===== src/rtl/reset_seq_pkg.sv =====
// Shared types and helpers for the reset sequencer: FSM state encoding,
// fault counter width and the shared counter width calculation.
package reset_seq_pkg;

    typedef enum logic [1:0] {
        HOLD      = 2'd0,
        WAIT_LOCK = 2'd1,
        RELEASE   = 2'd2,
        RUN       = 2'd3
    } reset_seq_state_t;

    localparam int FAULT_CNT_W = 8;

    // Width able to hold the largest of the three programmable counts.
    function automatic int cnt_width(input int hold_cyc, input int lock_filt, input int stage_dly);
        int max_v;
        max_v = hold_cyc;
        if (lock_filt > max_v) begin
            max_v = lock_filt;
        end else begin
            max_v = max_v;
        end
        if (stage_dly > max_v) begin
            max_v = stage_dly;
        end else begin
            max_v = max_v;
        end
        return $clog2(max_v + 1);
    endfunction

endpackage


===== src/rtl/reset_seq_lock_debounce.sv =====
// Consecutive-high filter on the clock-lock indication. lock_ok_o flags the
// edge on which lock_i completes its LOCK_FILT-th consecutive high sample.
module lock_debounce #(
    parameter int LOCK_FILT = 8,
    parameter int CW        = 6
) (
    input  logic clk_i,
    input  logic reset_i,
    input  logic clr_i,
    input  logic lock_i,
    output logic lock_ok_o
);

    logic [CW-1:0] cnt_q;
    logic [CW-1:0] cnt_d;

    // Count consecutive high samples, saturating at LOCK_FILT.
    always_comb begin
        cnt_d = cnt_q;
        if (clr_i || !lock_i) begin
            cnt_d = '0;
        end else if (cnt_q != CW'(LOCK_FILT)) begin
            cnt_d = cnt_q + CW'(1);
        end else begin
            cnt_d = cnt_q;
        end
    end

    // Filter counter register.
    always_ff @(posedge clk_i) begin
        if (reset_i) begin
            cnt_q <= '0;
        end else begin
            cnt_q <= cnt_d;
        end
    end

    // Feeds only the sequencer next-state logic, never a module output.
    assign lock_ok_o = lock_i && (cnt_q >= CW'(LOCK_FILT - 1));

endmodule


===== src/rtl/reset_seq.sv =====
// Ordered reset release sequencer gated by clock lock. Optional lock-loss
// fault counter is enabled by defining RESET_SEQ_FAULT_CNT_EN.
module reset_seq #(
    parameter int N_STAGES  = 4,
    parameter int HOLD_CYC  = 32,
    parameter int LOCK_FILT = 8,
    parameter int STAGE_DLY = 16
) (
    input  logic                                  clk,
    input  logic                                  reset,
    input  logic                                  lock_in,
    input  logic                                  sw_rst_req,
    output logic [N_STAGES-1:0]                   resetn_out,
    output logic                                  done,
    output logic                                  busy,
    output logic [reset_seq_pkg::FAULT_CNT_W-1:0] fault_cnt
);

    import reset_seq_pkg::*;

    localparam int CW = cnt_width(HOLD_CYC, LOCK_FILT, STAGE_DLY);
    localparam int IW = $clog2(N_STAGES + 1);

    reset_seq_state_t  state_q;
    reset_seq_state_t  state_d;
    logic [CW-1:0]     cnt_q;
    logic [CW-1:0]     cnt_d;
    logic [IW-1:0]     idx_q;
    logic [IW-1:0]     idx_d;
    logic [N_STAGES-1:0] resetn_q;
    logic [N_STAGES-1:0] resetn_d;
    logic              done_q;
    logic              done_d;
    logic              busy_q;
    logic              busy_d;
    logic              lock_ok_s;
    logic              filt_clr_s;

    assign filt_clr_s = (state_q != WAIT_LOCK);

    lock_debounce #(
        .LOCK_FILT (LOCK_FILT),
        .CW        (CW)
    ) u_lock_debounce (
        .clk_i     (clk),
        .reset_i   (reset),
        .clr_i     (filt_clr_s),
        .lock_i    (lock_in),
        .lock_ok_o (lock_ok_s)
    );

    // Sequencer next-state: a fault always wins over a release due on the same edge.
    always_comb begin
        state_d  = state_q;
        cnt_d    = cnt_q;
        idx_d    = idx_q;
        resetn_d = resetn_q;
        case (state_q)
            HOLD: begin
                resetn_d = '0;
                idx_d    = '0;
                if (sw_rst_req) begin
                    cnt_d = '0;
                end else if (cnt_q == CW'(HOLD_CYC - 1)) begin
                    state_d = WAIT_LOCK;
                    cnt_d   = '0;
                end else begin
                    cnt_d = cnt_q + CW'(1);
                end
            end
            WAIT_LOCK: begin
                if (sw_rst_req) begin
                    state_d  = HOLD;
                    cnt_d    = '0;
                    idx_d    = '0;
                    resetn_d = '0;
                end else if (lock_ok_s) begin
                    state_d = RELEASE;
                    cnt_d   = '0;
                    idx_d   = '0;
                end else begin
                    state_d = WAIT_LOCK;
                end
            end
            RELEASE: begin
                if (!lock_in || sw_rst_req) begin
                    state_d  = HOLD;
                    cnt_d    = '0;
                    idx_d    = '0;
                    resetn_d = '0;
                end else if (cnt_q == CW'(STAGE_DLY - 1)) begin
                    cnt_d = '0;
                    idx_d = idx_q + IW'(1);
                    for (int k = 0; k < N_STAGES; k++) begin
                        if (IW'(k) == idx_q) begin
                            resetn_d[k] = 1'b1;
                        end else begin
                            resetn_d[k] = resetn_q[k];
                        end
                    end
                    if (idx_q == IW'(N_STAGES - 1)) begin
                        state_d = RUN;
                    end else begin
                        state_d = RELEASE;
                    end
                end else begin
                    cnt_d = cnt_q + CW'(1);
                end
            end
            RUN: begin
                if (!lock_in || sw_rst_req) begin
                    state_d  = HOLD;
                    cnt_d    = '0;
                    idx_d    = '0;
                    resetn_d = '0;
                end else begin
                    state_d = RUN;
                end
            end
            default: begin
                state_d  = HOLD;
                cnt_d    = '0;
                idx_d    = '0;
                resetn_d = '0;
            end
        endcase
        done_d = (state_d == RUN);
        busy_d = (state_d != RUN);
    end

    // State and registered outputs.
    always_ff @(posedge clk) begin
        if (reset) begin
            state_q  <= HOLD;
            cnt_q    <= '0;
            idx_q    <= '0;
            resetn_q <= '0;
            done_q   <= 1'b0;
            busy_q   <= 1'b1;
        end else begin
            state_q  <= state_d;
            cnt_q    <= cnt_d;
            idx_q    <= idx_d;
            resetn_q <= resetn_d;
            done_q   <= done_d;
            busy_q   <= busy_d;
        end
    end

    assign resetn_out = resetn_q;
    assign done       = done_q;
    assign busy       = busy_q;

`ifdef RESET_SEQ_FAULT_CNT_EN
    logic                   lock_fault_s;
    logic [FAULT_CNT_W-1:0] fault_cnt_q;

    // Software requests are deliberately not counted, only lock loss.
    assign lock_fault_s = !lock_in && ((state_q == RELEASE) || (state_q == RUN));

    // Saturating lock-loss counter, cleared only by reset.
    always_ff @(posedge clk) begin
        if (reset) begin
            fault_cnt_q <= '0;
        end else if (lock_fault_s && (fault_cnt_q != {FAULT_CNT_W{1'b1}})) begin
            fault_cnt_q <= fault_cnt_q + FAULT_CNT_W'(1);
        end else begin
            fault_cnt_q <= fault_cnt_q;
        end
    end

    assign fault_cnt = fault_cnt_q;
`else
    assign fault_cnt = '0;
`endif

endmodule


===== config.mk =====
export PLATFORM = sky130hd
export DESIGN_NAME = reset_seq
export DESIGN_NICKNAME = d
export VERILOG_FILES = /design/src/rtl/reset_seq_pkg.sv /design/src/rtl/reset_seq_lock_debounce.sv /design/src/rtl/reset_seq.sv
export SDC_FILE = /design/constraint.sdc
export NUM_CORES = 1
export LEC_CHECK = 0
export ABC_CLOCK_PERIOD_IN_PS = 1930
export BUFFER_PORTS_ARGS = -buffer_cell sky130_fd_sc_hd__buf_2
export CORE_MARGIN = 8
export CORE_UTILIZATION = 50
export DETAILED_ROUTE_END_ITERATION = 8
export GPL_TIMING_DRIVEN = 0
export HOLD_SLACK_MARGIN = 0.15
export PLACE_DENSITY = 0.72
export SYNTH_ARGS = -nofsm -noshare
export SYNTH_HDL_FRONTEND = slang
export SYNTH_SLANG_ARGS = --single-unit

===== constraint.sdc =====
create_clock -name clk -period 1.93 [get_ports clk]
set_input_delay 0.386 -clock clk [delete_from_list [all_inputs] [get_ports clk]]
set_output_delay 0.386 -clock clk [all_outputs]
set_load 0.02 [all_outputs]

==> metrics.md, run 1 <==
| Metric | Value |
|---|---|
| Core ar. | `0.00239 mm²` |
| Metal3 WL | `about 130 µm` |
| Post-detailed-route count of antenna-violating nets | `0` |
| Crit path DAT | `2.09 ns` |
| Setup violations, final | `0` |
| TritonCTS clock tree | `done` |
| Die H | `65.2 µm` |
| Max frequency | `539 MHz` |
| Setup Crit Path Kind | `reg2reg` |
| GR Overflow Total | `0` |
| Relative slew slack | `48.1%` |
| Cell Int Power | `approximately 580 µW` |
| Largest net degree at the start of global routing | `13` |
| Avg WL per Cell | `approximately 13 µm` |
| Worst setup margin | `approximately 0.073 ns` |
| Total of max-cap violations | `0` |
| First-pass iteration count of the detailed router | `4` |
| Post-synth cell types | `32` |
| CP endpoint | `cnt_q[4]` |
| Initial Utilization | `50.7%` |
| Comb power frac | `7.9%` |
| WL met1 | `991 µm` |
| All-layer global routing usage | `about 11%` |
| Syn Area/Cell | `8.78 µm²` |
| Placed Cells | `between 150 and 200` |
| Clock Latency Late Sink | `0.31 ns` |
| Compound-Gate Fraction of Synth Area | `13.7%` |
| Synthesis Warnings | `0` |
| Hold Path Origin | `reset` |
| CTS root buf | `clkbuf_4` |
| Routed vias/inst | `between 5 and 6` |
| Ranking of synthesized cells by area | `dfxtp_1, ha_1, a21oi_1` |
| Ys async rst share | `0%` |
| Multiplexer share of the synthesized area | `2.48%` |
| Pre-CTS setup slack | `-0.119 ns` |
| Met2 wire length | `~1200 µm` |
| Critical R2R Launch | `u_lock_debounce.cnt_q[3]` |
| R2R depth | `6` |
| Layout Cell Area excl Fill | `approximately 0.0014 mm²` |
| Seq/Total Area, Yosys | `38.0%` |
| VDD IR max | `406 µV` |
| CTS H-tree lvls | `1` |
| Flops & latches, synth | `23` |
| Clock Power Share | `30.0%` |
| Most frequent cells in the layout | `dfxtp_1, nor2_1, a21oi_1` |
| Hold WC Path Type | `in2reg` |
| Sw Share | `24.5%` |
| Leak | `0.000541 µW` |
| Reg2reg end | `cnt_q[4]` |
| Row count | `18` |
| Detailed placement HPWL | `1810 µm` |
| Share of cells above drive strength 1 | `17.5%` |
| Area leader, netlist | `dfxtp_1` |
| Placed cell area | `between 0.001 and 0.0015 mm²` |
| Fin crit share | `between 90% and 100%` |
| Max Transition Viols Final | `0` |
| Iter 0 DRT Violations | `37` |
| Power Density | `564 mW/mm²` |
| Adder-cell area share of the yosys netlist | `8.26%` |
| Antenna violations before repair | `0` |
| Post-route minimum period | `1.86 ns` |
| Vias in the first global route | `between 900 and 1000` |
| Post-route clock skew | `0.00155 ns` |
| Final nets | `173` |
| Commonest non-fill, non-tap cell in the layout | `dfxtp_1` |
| Num Clock Sinks | `23` |
| Top Ports | `18` |
| Gpl congestion | `0.829` |
| Die area | `0.00425 mm²` |
| Mapped Cells | `138` |
| # DRC | `0` |
| Hold buffers post-CTS | `0` |
| Uppermost layer routed | `met4` |
| Die width | `65.2 µm` |
| Routed vias | `987` |
| Number of port buffers | `9` |
| Final wirelength | `2390 µm` |
| Crit-path max FO | `8` |
| Hold Slack | `0.306 ns` |
| Antenna diode count | `0` |
| Clk buf depth | `2` |
| P_sw | `189 µW` |
| R2r setup slk | `0.07 ns` |
| Cell Count, Final, Fillers Out | `190` |
| Run status | `finished clean` |
| Clock-pin transition on the worst setup and hold timing paths | `0.13 ns` |
| Setup crit start | `u_lock_debounce.cnt_q[3]` |
| Final hold vios | `0` |
| Post-synth EDFFs | `0` |
| Global-route wire length before repair | `3860 µm` |
| Synth Area in Simple Gates | `a little under a quarter` |
| Post-synth top area share | `about two fifths` |
| Mapped cell area | `0.00121 mm²` |
| Sequential share of power | `slightly above 60%` |
| RSZ-0062 raised after global routing | `false` |
| XOR/XNOR Fraction of Synth Area | `6.51%` |
| WP data required | `2.17 ns` |
| Least-Margin Pin Slew | `0.772 ns` |
| Crit path capture type | `register` |
| Synthesis-to-finish area growth | `12.8%` |
| Startpoint types | `register` |
| Fin util | `between 50 and 60%` |
| Largest family of logic cells by synthesized area | `simple AND/OR/NAND/NOR gates` |
| TritonCTS Buffers | `3` |
| Top_reg_cell synth | `dfxtp_1` |
## per-layer routing
layer	up-vias	global-route usage, %
li1	505	-
met1	452	10.8
met2	26	21.3
met3	4	2.55
met4	0	6.54
met5	-	0
## power groups by stage
| stage | clock (µW) | combinational, µW | sequential [µW] |
|---|---|---|---|
| final | 231 | 60.8 | 479 |
| after global routing | 248 | 66.2 | 479 |
| after CTS | 234 | 59.8 | 479 |
| after detailed placement | 0 | 56.2 | 489 |
| after global placement | 0 | 55.1 | 489 |
| after floorplan | 0 | 44.1 | 489 |
## logic make-up (layout without fill, tap and decap cells)
| logic type | Yosys count | count (layout) |
|---|---|---|
| AND/OR/NAND/NOR | 53 | 53 |
| multiplexers | 3 | 3 |
| other | 1 | 8 |
| AO/OA/AOI/OAI | 24 | 24 |
| buffers and inverters | 17 | 32 |
| adder cells (fa/ha/maj) | 8 | 8 |
| flip-flops | 23 | 23 |
| XOR/XNOR | 9 | 9 |
## synth_stat cells, types with 2 or more instances
| cell type | n |
|---|---|
| a211oi_1 | 2 |
| a21o_1 | 2 |
| a21oi_1 | 15 |
| and3_1 | 2 |
| and4b_1 | 2 |
| buf_4 | 8 |
| clkbuf_1 | 2 |
| dfxtp_1 | 23 |
| ha_1 | 8 |
| inv_1 | 6 |
| mux2i_1 | 3 |
| nand2_1 | 6 |
| nand2b_1 | 2 |
| nand3_1 | 11 |
| nor2_1 | 14 |
| nor2b_1 | 3 |
| nor3_1 | 6 |
| or3_1 | 2 |
| xnor2_1 | 7 |
| xor2_1 | 2 |
## what timing repair did
item	CTS	global route
pin swaps	1	0
resized for setup	0	2
endpoints found under the setup margin	12	4
setup buffers	2	0
## stage by stage
step | TNS, ns | power (µW)
2_1_floorplan | 0 | 533
3_3_place_gp | -0.213 | 544
3_5_place_dp | -0.556 | 545
4_1_cts | 0 | 773
5_1_grt | 0 | 793
6_report | 0 | 771
## worst max-delay path, stage by stage, from the launching register on
cell       delay (ns)
dfxtp_2          0.37
or3_4            0.41
a2111oi_4        0.34
buf_4            0.21
a21oi_1          0.09
xnor2_1          0.14
a211oi_1         0.22
## worst min path at each step
stage	endpoint	slack [ns]	cells after the start
detailed placement	resetn_out[3]	0.44	2
global route	state_q[1]	0.30	2
global placement	resetn_out[3]	0.43	2
floorplan	idx_q[2]	0.46	2
CTS	state_q[1]	0.29	2
finish	state_q[1]	0.31	2
## layout make-up
cell class / count / area [µm²]
clock buffer: 4 / 26.3
buffer: 11 / 72.6
sequential: 23 / 462
tap: 30 / 37.5
inverter: 6 / 22.5
multi-input combinational: 105 / 686
timing repair buffer: 11 / 60.1
fill: 238 / 1020
## registers in the layout, summed over array words and instances (netlist names)
| register | cells |
|---|---|
| u_lock_debounce.cnt_q | 6 |
| state_q | 2 |
| resetn_out | 4 |
| done | 1 |
| busy | 1 |
| idx_q | 3 |
| cnt_q | 6 |
(Power assumes the default switching activity.)
==> run 2, diff against run 1 <==
--- a/config.mk
+++ b/config.mk
@@ -8,11 +8,11 @@
 export ABC_CLOCK_PERIOD_IN_PS = 1930
 export BUFFER_PORTS_ARGS = -buffer_cell sky130_fd_sc_hd__buf_2
 export CORE_MARGIN = 8
-export CORE_UTILIZATION = 50
+export CORE_UTILIZATION = 40
 export DETAILED_ROUTE_END_ITERATION = 8
 export GPL_TIMING_DRIVEN = 0
 export HOLD_SLACK_MARGIN = 0.15
-export PLACE_DENSITY = 0.72
+export PLACE_DENSITY = 0.6
 export SYNTH_ARGS = -nofsm -noshare
 export SYNTH_HDL_FRONTEND = slang
 export SYNTH_SLANG_ARGS = --single-unit
==> run 2 against run 1 <==
Flip-flop and latch count unchanged. Largest power group unchanged. Sequential share of layout area decreased by 0.25 points. Critical path depth stayed put. First-iteration DRC count up 46%. Final cell count up 1.6%. Combinational power grew 2%. Register-to-register slack better by 0.04 ns. Via count is 2.0% lower. Non-clock buffer count is the same. Clock skew is 0.010 ns higher.
==> metrics.md, run 2 (synthesis results as in run 1) <==
| Metric | Value |
|---|---|
| Leak | `around 0.00054 µW` |
| GR Overflow Total | `0` |
| Crit-path max FO | `8` |
| TritonCTS clock tree | `done` |
| Final wirelength | `2320 µm` |
| Comb power frac | `~8.1%` |
| Setup TNS | `0 ns` |
| TritonCTS Buffers | `3` |
| Synthesis-to-finish area growth | `13.6%` |
| Largest net degree at the start of global routing | `13` |
| Sw Share | `between 20% and 30%` |
| Run status | `finished clean` |
| CP top delay family | `simple AND/OR/NAND/NOR gates` |
| Setup violations, final | `0` |
| Final hold vios | `0` |
| P_sw | `between 150 and 200 µW` |
| Least-Margin Pin Slew | `0.798 ns` |
| Vias in the first global route | `914` |
| All-layer global routing usage | `approximately a tenth` |
| Post-detailed-route count of antenna-violating nets | `0` |
| VDD IR max | `276 µV` |
| Critical Path Max Stage Delay | `0.41 ns` |
| Hold buffers post-CTS | `0` |
| Total of max-cap violations | `0` |
| Top Ports | `18` |
| Routed vias | `967` |
| Die width | `71.0 µm` |
| Post-route minimum period | `1.82 ns` |
| First-pass iteration count of the detailed router | `4` |
| Clk buf depth | `2` |
| Global-route wire length before repair | `4030 µm` |
| Antenna diode count | `0` |
| Clock Power Share | `29.0%` |
| CP Cell Sequence | `or3_4, a2111oi_4, buf_6, and2_1, a31oi_1, nand2b_1` |
| Iter 0 DRT Violations | `54` |
| Hold WC Path Type | `in2reg` |
| WP data required | `about 2.1 ns` |
| Max frequency | `550 MHz` |
| Clock-pin transition on the worst setup and hold timing paths | `0.13 ns` |
| Initial Utilization | `roughly two fifths` |
| Post-route clock skew | `0.0115 ns` |
| Number of port buffers | `9` |
| # DRC | `0` |
| Detailed placement HPWL | `1840 µm` |
| CTS root buf | `clkbuf_4` |
| Worst setup margin | `0.111 ns` |
| Row count | `20` |
| Share of cells above drive strength 1 | `between 15 and 20%` |
| Setup Crit Path Kind | `reg2reg` |
| Most frequent cells in the layout | `dfxtp_1, nor2_1, a21oi_1` |
| Startpoint types | `register` |
| Avg WL per Cell | `12.0 µm` |
| Pre-CTS setup slack | `-0.117 ns` |
| RSZ-0062 raised after global routing | `false` |
| Relative slew slack | `approximately 46%` |
| CP bufs+invs | `1` |
| Num Clock Sinks | `23` |
| Cell Int Power | `between 500 and 600 µW` |
| Gpl congestion | `0.827` |
| Die area | `roughly 0.005 mm²` |
| Routed vias/inst | `5.01` |
| Antenna violations before repair | `0` |
| Clock Latency Late Sink | `between 0.3 and 0.4 ns` |
| Power Density | `around 550 mW/mm²` |
| Core ar. | `roughly 0.003 mm²` |
| Die H | `71.0 µm` |
| Fin crit share | `roughly 94%` |
| Sequential share of power | `62.9%` |
| Crit path capture type | `register` |
| Crit path DAT | `2.02 ns` |
| Commonest non-fill, non-tap cell in the layout | `dfxtp_1` |
| Max Transition Viols Final | `0` |
| Slowest-stage cell, CP | `or3_4` |
| CTS H-tree lvls | `1` |
| Final nets | `between 150 and 200` |
## run 2: repair_timing
action,4_1_cts,5_1_grt
buffers inserted,2,0
pin swaps,1,0
gates resized for setup,0,4
endpoints found under the setup margin,12,10
## run 2: worst paths after layout
check / startpoint / to / slack [ns] / cells past startpoint
max: u_lock_debounce.cnt_q[3] / busy / 0.11 / 6
max reg2reg: u_lock_debounce.cnt_q[3] / busy / 0.11 / 6
min reg2reg: resetn_out[3] / resetn_out[3] / 0.45 / 2
min: reset / state_q[1] / 0.29 / 2
## run 2: per-layer routing
| metal | GRT usage (%) | vias up | wire, µm |
|---|---|---|---|
| met5 | 0 | - | 0 |
| met4 | 4.85 | 0 | 22 |
| met3 | 2.26 | 2 | 82 |
| met2 | 17.3 | 11 | 1170 |
| met1 | 10.3 | 450 | 1050 |
| li1 | - | 504 | - |
## run 2: worst register-to-register path: cells and delay by family (launching register included)
kind / cells / cell delay, ns
flip-flops: 1 / 0.37
AO/OA/AOI/OAI: 2 / 0.44
AND/OR/NAND/NOR: 3 / 0.74
buffers and inverters: 1 / 0.17
## run 2: per-stage QoR
step / area, µm² / total power (µW) / utilization (%) / cells / hold slack (ns)
finish: 1380 / 761 / 46.2 / 193 / 0.294
global placement: 1320 / 545 / 44.5 / 187 / 0.436
detailed placement: 1320 / 546 / 44.5 / 187 / 0.438
global route: 1380 / 788 / 46.2 / 193 / 0.312
CTS: 1370 / 767 / 45.8 / 193 / 0.297
floorplan: 1240 / 533 / - / 145 / 0.456
## run 2: power groups by stage
stage / clock network, µW / logic (µW) / registers, µW
after floorplan: 0 / 44.1 / 489
after global placement: 0 / 55.5 / 489
after detailed placement: 0 / 56.5 / 489
after CTS: 228 / 60.3 / 479
after global routing: 241 / 67.7 / 479
final: 220 / 61.8 / 479
## run 2: final cells by class
class,count,area [µm²]
fillers,297,1600
inverters,6,22.5
clock buffers,4,26.3
flip-flops and latches,23,462
repair buffers,11,63.8
multi-input cells,105,688
plain buffers,11,72.6
well taps,33,41.3
==> run 3, diff against run 2 <==
--- a/config.mk
+++ b/config.mk
@@ -5,6 +5,7 @@
 export SDC_FILE = /design/constraint.sdc
 export NUM_CORES = 1
 export LEC_CHECK = 0
+export ABC_AREA = 1
 export ABC_CLOCK_PERIOD_IN_PS = 1930
 export BUFFER_PORTS_ARGS = -buffer_cell sky130_fd_sc_hd__buf_2
 export CORE_MARGIN = 8
@@ -12,7 +13,9 @@
 export DETAILED_ROUTE_END_ITERATION = 8
 export GPL_TIMING_DRIVEN = 0
 export HOLD_SLACK_MARGIN = 0.15
-export PLACE_DENSITY = 0.6
+export PLACE_DENSITY = 0.59
 export SYNTH_ARGS = -nofsm -noshare
 export SYNTH_HDL_FRONTEND = slang
+export SYNTH_HIERARCHICAL = 1
 export SYNTH_SLANG_ARGS = --single-unit
+export TNS_END_PERCENT = 20
==> run 3 against run 2 <==
Register-to-register slack improved by 0.04 ns. Area after synthesis increased by 13%. Critical path depth up 4. Combinational power is 11% lower. Sequential share of layout area fell by 3.2 points. Non-clock buffer count decreased by 5. Clock skew fell by 0.0080 ns. Flip-flop and latch count unchanged. Synthesized cell count increased by 51%. Final area is 11% higher. Hold slack better by 0.035 ns. Total power down 0.32%. Critical endpoint is now idx_q[0]. Highest routed layer unchanged.
==> metrics.md, run 3 <==
| Metric | Value |
|---|---|
| Post-synth cell types | `22` |
| RSZ-0062 raised after global routing | `false` |
| Ranking of synthesized cells by area | `dfxtp_1, nand2_1, inv_1` |
| # DRC | `0` |
| Reg2reg end | `idx_q[0]` |
| Hold buffers post-CTS | `0` |
| Top-count cell post-synth | `nand2_1` |
| Top_reg_cell synth | `dfxtp_1` |
| VDD IR max | `about 230 µV` |
| Hold WC Path Type | `in2reg` |
| Setup violations, final | `0` |
| Number of port buffers | `9` |
| Ys async rst share | `0%` |
| Cell Int Power | `575 µW` |
| TritonCTS Buffers | `3` |
| Placed cell area | `~0.0015 mm²` |
| R2r setup slk | `0.16 ns` |
| Layout fillers | `385` |
| Clock Latency Late Sink | `0.31 ns` |
| Layout Cell Area excl Fill | `0.00152 mm²` |
| Final wirelength | `2570 µm` |
| Mapped Cells | `roughly 210` |
| Antenna diode count | `0` |
| Iter 0 DRT Violations | `54` |
| Routed vias | `1172` |
| Detailed placement HPWL | `2010 µm` |
| WP data required | `2.15 ns` |
| Die area | `around 0.0055 mm²` |
| Clock Power Share | `between 20% and 30%` |
| Flops & latches, synth | `23` |
| CTS H-tree lvls | `1` |
| Seq/Total Area, Yosys | `between 30% and 40%` |
| Top Ports | `18` |
| All-layer global routing usage | `10.6%` |
| Crit path capture type | `register` |
| First-pass iteration count of the detailed router | `4` |
| Syn Area/Cell | `between 6 and 7 µm²` |
| CP bufs+invs | `1` |
| Num Clock Sinks | `23` |
| Vias in the first global route | `1128` |
| Gpl congestion | `0.793` |
| Slowest-stage cell, CP | `dfxtp_1` |
| Hold Slack | `0.329 ns` |
| Post-route minimum period | `1.77 ns` |
| Startpoint types | `register` |
| WP depth | `10` |
| Antenna violations before repair | `0` |
| Fin crit share | `between 90% and 100%` |
| Routed vias/inst | `roughly 4.3` |
| Sw Share | `24.2%` |
| Core ar. | `around 0.0033 mm²` |
| CP endpoint | `idx_q[0]` |
| Synth cell count leaders | `nand2_1, inv_1, nor2_1` |
| R2R depth | `10` |
| CP Cell Sequence | `ha_1, a21oi_1, a21oi_1, inv_1, nand2_1, nor2_1, nor2_4, nand2_1, o21ai_0, nor2_1` |
| Row count | `21` |
| Crit-path max FO | `9` |
| Run status | `finished clean` |
| Clk buf depth | `2` |
| Power Density | `498 mW/mm²` |
| Crit path DAT | `2.00 ns` |
| P_sw | `approximately 180 µW` |
| Area leader, netlist | `dfxtp_1` |
| Setup TNS | `0 ns` |
| GR Overflow Total | `0` |
| Mapped cell area | `0.00137 mm²` |
| Die H | `around 74 µm` |
| Largest net degree at the start of global routing | `14` |
| Max frequency | `563 MHz` |
| Critical Path Max Stage Delay | `0.39 ns` |
| Max Transition Viols Final | `0` |
| Clock-pin transition on the worst setup and hold timing paths | `0.13 ns` |
| Final nets | `~240` |
| CTS root buf | `clkbuf_4` |
| Commonest non-fill, non-tap cell in the layout | `nand2_1` |
| Initial Utilization | `41.3%` |
| Final hold vios | `0` |
| CP top delay family | `simple AND/OR/NAND/NOR gates` |
| Avg WL per Cell | `9.37 µm` |
| Most frequent cells in the layout | `nand2_1, inv_1, nor2_1` |
| Final Power | `759 µW` |
| Global-route wire length before repair | `about 4700 µm` |
| Post-synth top area share | `33.7%` |
| Share of cells above drive strength 1 | `about 14%` |
| Sequential share of power | `63.2%` |
| Total of max-cap violations | `0` |
| Comb power frac | `7.3%` |
| Synthesis-to-finish area growth | `11.5%` |
| Die width | `about 74 µm` |
| Setup crit start | `u_lock_debounce/cnt_q[0]` |
| Synthesis Warnings | `6` |
| Setup Crit Path Kind | `reg2reg` |
| Leak | `between 0.0007 and 0.0008 µW` |
| Post-detailed-route count of antenna-violating nets | `0` |
| Post-synth EDFFs | `0` |
| TritonCTS clock tree | `done` |
| Post-route clock skew | `~0.0035 ns` |
| Critical R2R Launch | `u_lock_debounce/cnt_q[0]` |
-- run 3: kinds of logic (layout without fill, tap and decap cells) --
group	Yosys count	in the layout	synth area share, %
AND/OR/NAND/NOR	110	110	35.3
flip-flops	23	23	33.7
buffers and inverters	45	58	14.6
AO/OA/AOI/OAI	19	19	7.60
adder cells (fa/ha/maj)	8	8	7.33
other	1	8	0.274
XOR/XNOR	2	2	1.28
-- run 3: final cells by class --
cell class,instances,area [µm²],share of cell area [%]
multi-input cells,147,733,48.1
flip-flops and latches,23,462,30.3
inverters,37,139,9.11
plain buffers,8,60.1,3.94
well taps,46,57.6,3.78
repair buffers,9,45.0,2.96
clock buffers,3,22.5,1.48
clock inverters,1,5.00,0.328
-- run 3: metrics by stage --
step	worst slack (ns)	std cells	util, %
2_1_floorplan	0.379	215	-
3_3_place_gp	0.0903	270	45.2
3_5_place_dp	0.122	270	45.2
4_1_cts	0.0850	274	46.0
5_1_grt	0.00888	274	46.0
6_report	0.155	274	46.0
-- run 3: timing repair --
item,4_1_cts,5_1_grt
resized for setup,0,1
setup buffers,0,0
setup endpoints to repair,0,4
-- run 3: power by group through the flow --
stage,Combinational (µW),Clock (µW),Sequential [µW]
floorplan,42.6,0,490
global placement,54.3,0,490
detailed placement,54.5,0,490
CTS,54.7,246,480
global route,63.0,267,480
finish,55.2,224,479
-- run 3: worst min path at each step --
| stage | end | from | cells after the start | slack (ns) |
|---|---|---|---|---|
| 3_3_place_gp | resetn_out[0] | resetn_out[0] | 2 | 0.44 |
| 3_5_place_dp | resetn_out[1] | resetn_out[1] | 2 | 0.44 |
| 5_1_grt | cnt_q[0] | reset | 2 | 0.32 |
| 4_1_cts | idx_q[1] | reset | 2 | 0.32 |
| 6_report | idx_q[1] | reset | 2 | 0.33 |
| 2_1_floorplan | idx_q[2] | idx_q[2] | 2 | 0.43 |
-- run 3: routing by layer --
| metal | vias up | global-route usage [%] | wire length (µm) |
|---|---|---|---|
| met5 | - | 0 | 0 |
| met4 | 0 | 3.26 | 19 |
| met3 | 2 | 2.29 | 125 |
| met2 | 15 | 17.1 | 1070 |
| met1 | 490 | 13.6 | 1350 |
| li1 | 665 | - | - |
